<file path="src/rtl/ping_scheduler.sv">
// Round-robin ping scheduler: fires one ultrasonic channel at a time, latches its result, then holds a quiet gap.
// Optional per-sensor consecutive-miss counters are built when PING_STATS_EN is defined.
//
// state  | meaning
// IDLE   | not scheduling; waits for enable and a non-empty sensor_mask
// SELECT | samples sensor_mask and picks the next enabled sensor after last-served
// FIRE   | one-cycle start pulse to the selected sensor, arms the watchdog
// WAIT   | waits for new_measure / timeout of the selected sensor or watchdog expiry
// GAP    | quiet time before the next ping
module ping_scheduler #(
  parameter int N_SENSORS = 4,
  parameter int DIST_W    = 21,
  parameter int CLK_MHZ   = 50,
  parameter int GAP_MS    = 10,
  parameter int WDOG_MS   = 5
) (
  input  logic                        clk,
  input  logic                        rst_n,
  input  logic                        enable,
  input  logic [N_SENSORS-1:0]        sensor_mask,
  output logic [N_SENSORS-1:0]        start,
  input  logic [N_SENSORS-1:0]        new_measure,
  input  logic [N_SENSORS-1:0]        timeout,
  input  logic [N_SENSORS*DIST_W-1:0] distance_raw,
  output logic [N_SENSORS*DIST_W-1:0] dist_out,
  output logic [N_SENSORS-1:0]        valid,
  output logic [N_SENSORS-1:0]        no_echo,
  output logic [N_SENSORS-1:0]        fault,
  output logic [2:0]                  cur_sensor,
  output logic                        busy,
  output logic                        sweep_done,
  output logic [N_SENSORS*8-1:0]      miss_count
);

  localparam int GAP_CYC  = CLK_MHZ * GAP_MS * 1000;
  localparam int WDOG_CYC = CLK_MHZ * WDOG_MS * 1000;
  localparam int TMR_MAX  = (GAP_CYC > WDOG_CYC) ? GAP_CYC : WDOG_CYC;
  localparam int TMR_W    = $clog2(TMR_MAX + 1);
  localparam logic [TMR_W-1:0] GAP_LOAD  = TMR_W'(GAP_CYC - 1);
  localparam logic [TMR_W-1:0] WDOG_LOAD = TMR_W'(WDOG_CYC - 1);

  typedef enum logic [2:0] {S_IDLE, S_SELECT, S_FIRE, S_WAIT, S_GAP} state_t;

  state_t               state;
  logic [2:0]           last_served;
  logic [N_SENSORS-1:0] mask_q;
  logic [TMR_W-1:0]     tmr;
  logic [2:0]           pick;
  logic                 pick_done;
  logic [2:0]           hi_idx;
  logic                 nm_cur;
  logic                 to_cur;
  logic [DIST_W-1:0]    dist_cur;

  // Scan offsets 1..N from last-served so a lone enabled sensor re-selects itself.
  always_comb begin
    pick      = '0;
    pick_done = 1'b0;
    for (int k = 1; k <= N_SENSORS; k++) begin
      for (int i = 0; i < N_SENSORS; i++) begin
        if (!pick_done && sensor_mask[i] && (i == (int'(last_served) + k) % N_SENSORS)) begin
          pick      = 3'(i);
          pick_done = 1'b1;
        end
      end
    end
  end

  always_comb begin
    hi_idx = '0;
    for (int i = 0; i < N_SENSORS; i++) begin
      if (mask_q[i]) hi_idx = 3'(i);
    end
  end

  always_comb begin
    nm_cur   = 1'b0;
    to_cur   = 1'b0;
    dist_cur = '0;
    for (int i = 0; i < N_SENSORS; i++) begin
      if (cur_sensor == 3'(i)) begin
        nm_cur   = new_measure[i];
        to_cur   = timeout[i];
        dist_cur = distance_raw[i*DIST_W +: DIST_W];
      end
    end
  end

  // One down-counter serves as watchdog in WAIT and gap timer in GAP.
  always_ff @(posedge clk or negedge rst_n) begin
    if (!rst_n) begin
      state       <= S_IDLE;
      start       <= '0;
      dist_out    <= '0;
      valid       <= '0;
      no_echo     <= '0;
      fault       <= '0;
      cur_sensor  <= '0;
      busy        <= 1'b0;
      sweep_done  <= 1'b0;
      last_served <= 3'(N_SENSORS - 1);
      mask_q      <= '0;
      tmr         <= '0;
    end else begin
      start      <= '0;
      sweep_done <= 1'b0;
      case (state)
        S_IDLE: begin
          if (enable && (|sensor_mask)) begin
            state <= S_SELECT;
            busy  <= 1'b1;
          end
        end
        S_SELECT: begin
          mask_q <= sensor_mask;
          if (|sensor_mask) begin
            cur_sensor <= pick;
            for (int i = 0; i < N_SENSORS; i++) start[i] <= (pick == 3'(i));
            state <= S_FIRE;
          end else begin
            state <= S_IDLE;
            busy  <= 1'b0;
          end
        end
        S_FIRE: begin
          tmr   <= WDOG_LOAD;
          state <= S_WAIT;
        end
        S_WAIT: begin
          if (nm_cur || to_cur || (tmr == '0)) begin
            for (int i = 0; i < N_SENSORS; i++) begin
              if (cur_sensor == 3'(i)) begin
                if (nm_cur) begin
                  dist_out[i*DIST_W +: DIST_W] <= dist_cur;
                  valid[i]   <= 1'b1;
                  no_echo[i] <= 1'b0;
                  fault[i]   <= 1'b0;
                end else if (to_cur) begin
                  valid[i]   <= 1'b0;
                  no_echo[i] <= 1'b1;
                  fault[i]   <= 1'b0;
                end else begin
                  valid[i]   <= 1'b0;
                  fault[i]   <= 1'b1;
                end
              end
            end
            tmr   <= GAP_LOAD;
            state <= S_GAP;
          end else begin
            tmr <= tmr - 1'b1;
          end
        end
        S_GAP: begin
          if (tmr == '0) begin
            last_served <= cur_sensor;
            sweep_done  <= (cur_sensor == hi_idx);
            if (enable) begin
              state <= S_SELECT;
            end else begin
              state <= S_IDLE;
              busy  <= 1'b0;
            end
          end else begin
            tmr <= tmr - 1'b1;
          end
        end
        default: begin
          state <= S_IDLE;
          busy  <= 1'b0;
        end
      endcase
    end
  end

`ifdef PING_STATS_EN
  // Consecutive failures per sensor; saturates, cleared by a good result.
  always_ff @(posedge clk or negedge rst_n) begin
    if (!rst_n) begin
      miss_count <= '0;
    end else if (state == S_WAIT) begin
      for (int i = 0; i < N_SENSORS; i++) begin
        if (cur_sensor == 3'(i)) begin
          if (nm_cur) begin
            miss_count[i*8 +: 8] <= 8'd0;
          end else if ((to_cur || (tmr == '0)) && (miss_count[i*8 +: 8] != 8'hFF)) begin
            miss_count[i*8 +: 8] <= miss_count[i*8 +: 8] + 8'd1;
          end
        end
      end
    end
  end
`else
  assign miss_count = '0;
`endif

endmodule

</file>
<file path="config.mk">
export PLATFORM = sky130hd
export DESIGN_NAME = ping_scheduler
export DESIGN_NICKNAME = d
export VERILOG_FILES = /design/src/rtl/ping_scheduler.sv
export SDC_FILE = /design/constraint.sdc
export NUM_CORES = 1
export LEC_CHECK = 0
export BUFFER_PORTS_ARGS = -buffer_cell sky130_fd_sc_hd__buf_2
export CAP_MARGIN = 20
export CORE_ASPECT_RATIO = 1.5
export CORE_MARGIN = 8
export CORE_UTILIZATION = 40
export DETAILED_ROUTE_END_ITERATION = 8
export PLACE_DENSITY = 0.64
export SETUP_SLACK_MARGIN = 0.2
export SLEW_MARGIN = 20
export SYNTH_ARGS = -nofsm -noshare
export SYNTH_HDL_FRONTEND = slang
export SYNTH_SLANG_ARGS = --single-unit
export TNS_END_PERCENT = 50
</file>
<file path="constraint.sdc">
create_clock -name clk -period 7.5 [get_ports clk]
set_input_delay 1.5 -clock clk [delete_from_list [all_inputs] [get_ports clk]]
set_output_delay 1.5 -clock clk [all_outputs]
set_load 0.005 [all_outputs]
</file>
==> results.md <==
- Status: finished, final reports clean
- Post-synth EDFFs: 0
- Peak VDD IR: 0.137 mV
- Register bit total from synthesis: between 100 and 150
- Pin count of the biggest net entering global routing: approximately 80
- Die Span X: 119 µm
- Layout cells sized above 1: 52.3%
- Mean routed wirelength per cell: 19.0 µm
- Routed vias/inst: between 5 and 6
- Ys flop type: dfrtp_1
- Synth-to-layout area growth: 26.9%
- H-Tree Level Count: 4
- Initial antenna violation count: 0
- Final Cycle Share: between 40 and 50%
- Slew @ Worst Pin: about 1.0 ns
- DP HPWL: 13.5 mm
- Setup violators final: 0
- Mapped cell area: approximately 6300 µm²
- Reg area: 3280 µm²
- Final Skew: 0.00661 ns
- Crit path capture type: primary output
- CTS tree: done
- Die Y-Extent: between 150 and 200 µm
- 1st-iter DRT viols: around 250
- PwrDens: around 390 nW/µm²
- Slew headroom: approximately a third
- Filler cells: roughly 1400
- Number of global-route vias before repair: 5233
- Hold bufs inserted after CTS: 0
- Global-route wire length before repair: between 20 and 30 mm
- DRT antenna net count: 0
- Overflow left after global routing: 0
- Critical Path Fanout Max: 19
- Post-place setup slack: ~4.3 ns
- Worst setup SP type: flip-flop
- Hold Fails Final Rpt: 0
- Via count: ~4800
- Crit path DAT: around 1.8 ns
- Post_cts resized: 0
- Yosys warns: 0
- Sequential-to-total area share from yosys stat: around 52%
- Max Root-Sink Buffers: 2
- Synthesized area per cell: 12.7 µm²
- Initial core utilization: 40.5%
- Reg clk slew, reported paths: 0.06 ns
- Syn Inst Count: around 500
- # diodes: 0
- Pre-Repair DR Iteration Count: 4
- Port bufs: about 200
- Wirelength, routed: 17.5 mm
- CTS buffer count: 17
- CORE AREA: approximately 16000 µm²
- F_max: around 0.30 GHz
- Setup bufs post-CTS: 0
- Post-synth ARST share: 100%
- Multi-input gate area: 2810 µm²
- Routability congestion estimate: 0.845
- Crit path required time: roughly 6 ns
- Setup TNS: 0 ns
- Root Buffer Master: clkbuf_16
- R2r setup slk: between 4 and 5 ns
- Period minus WS final: approximately 3.3 ns
- Pleak: slightly below 4 nW
- Final #Nets: about 810
- Final Max Tran Viols: 0
- Gr usage total: between 15 and 20%
- DRC viols: 0
- RSZ-0062 raised after global routing: false
- Clock Latency Late Sink: ~0.40 ns
- Die area: between 20000 and 25000 µm²
- Clock sinks: around 130
- CP Class: flip-flop to primary output
- Max Cap Viol: 0
- # IOs: 236
- HP Class: flip-flop to flip-flop
- Std cell rows: 56
- Final worst slack: approximately 4.2 ns
- Synth unique cells: 53
## cell families after synthesis
group / synth area share (%)
xor gates and xnor gates: 0.278
and+or+nand+nor: 9.09
adders and majority gates: 0.397
buffers and inverters: 5.48
muxes: 24.6
other: 0.0595
DFF: 52.0
AOI/OAI and AO/OA: 8.04
## sequential cells by signal, indices dropped and copies added, names as in the netlist
| signal | cells |
|---|---|
| mask_q | 3 |
| cur_sensor | 2 |
| sweep_done | 1 |
| valid | 4 |
| tmr | 19 |
| fault | 4 |
| busy | 1 |
| start | 4 |
| dist_out | 84 |
| no_echo | 4 |
| state | 3 |
| last_served | 2 |
## layout by cell type (no fill, tap or decap), drive strengths merged, types with 10 or more instances in the layout
cell / n
dfrtp: 129
nand2: 26
buf: 208
mux2: 93
conb: 33
a21oi: 20
inv: 10
o21ai: 21
nor2: 33
mux4: 22
clkbuf: 17
nor3: 15
## power breakdown
part | leakage (nW) | switching [mW] | internal [mW]
Clock | 0.283 | 0.317 | 0.493
Combinational | 2.03 | 0.562 | 0.576
Sequential | 1.64 | 0.186 | 0.979
## worst max-delay path: stages, from the launching register on
cell and delay, ns:
dfrtp_1 0.82, buf_4 0.40, buf_2 0.17
## per-stage QoR
step | util, % | hold WS (ns) | cell area, µm² | instances | total power [mW]
after global routing | 51.5 | 0.510 | 8000 | 920 | 3.32
after global placement | 47.7 | 0.468 | 7420 | 889 | 2.29
after detailed placement | 47.7 | 0.483 | 7420 | 889 | 2.34
after floorplan | - | 0.458 | 6420 | 530 | 1.83
final | 51.5 | 0.490 | 8000 | 920 | 3.11
after CTS | 51.4 | 0.496 | 8000 | 920 | 3.16
## layout make-up
class / count / area share, %
clock inverters: 14 / 1.95
repair buffers: 208 / 13.2
inverters: 6 / 0.281
clock buffers: 17 / 5.31
multi-input cells: 341 / 35.0
flip-flops and latches: 131 / 41.0
well taps: 203 / 3.17
## synthesized netlist by cell type, drive strengths merged, types with 2 or more instances
library cell    n  share of area (%)
a31oi           5               0.50
o22ai           3               0.30
a311oi          2               0.28
nor4            3               0.30
ha              2               0.40
clkbuf         10               0.60
or3             4               0.58
o2bb2ai         3               0.42
a21o            3               0.38
mux2           93                 17
o41ai           2               0.28
xor2            2               0.28
nor2           33                2.1
mux4           22                7.9
or2             5               0.50
nor2b           5               0.50
dfstp           2               0.83
buf            42                4.5
nand2          26                1.5
inv             6               0.36
nand3b          3               0.36
a22o            6               0.83
nor3b           3               0.36
o21ai          21                1.7
nor3           15                1.2
a211oi          2               0.24
and3            3               0.30
dfrtp         129                 51
and2            4               0.40
nand2b          3               0.30
a21oi          20                1.9
nand3           3               0.24
## final timing paths
check / end / from / depth (start not counted)
setup / recovery: cur_sensor[1] / cur_sensor[1] / 2
hold / removal: valid[0] / valid[0] / 1
setup reg to reg: dist_out[51] / cur_sensor[1] / 4
hold reg to reg: valid[0] / valid[0] / 1
max in group asynchronous: cur_sensor[0] / rst_n / 2
min in group asynchronous: dist_out[36] / rst_n / 1
## per-layer routing
metal / vias up / routed length, µm / GRT usage [%]
met5: - / 0 / 0
met4: 0 / 207 / 5.80
met3: 18 / 1300 / 5.46
met2: 179 / 9470 / 31.7
met1: 2401 / 6540 / 18.8
li1: 2181 / - / -
Power figures use the tool's default switching activity.
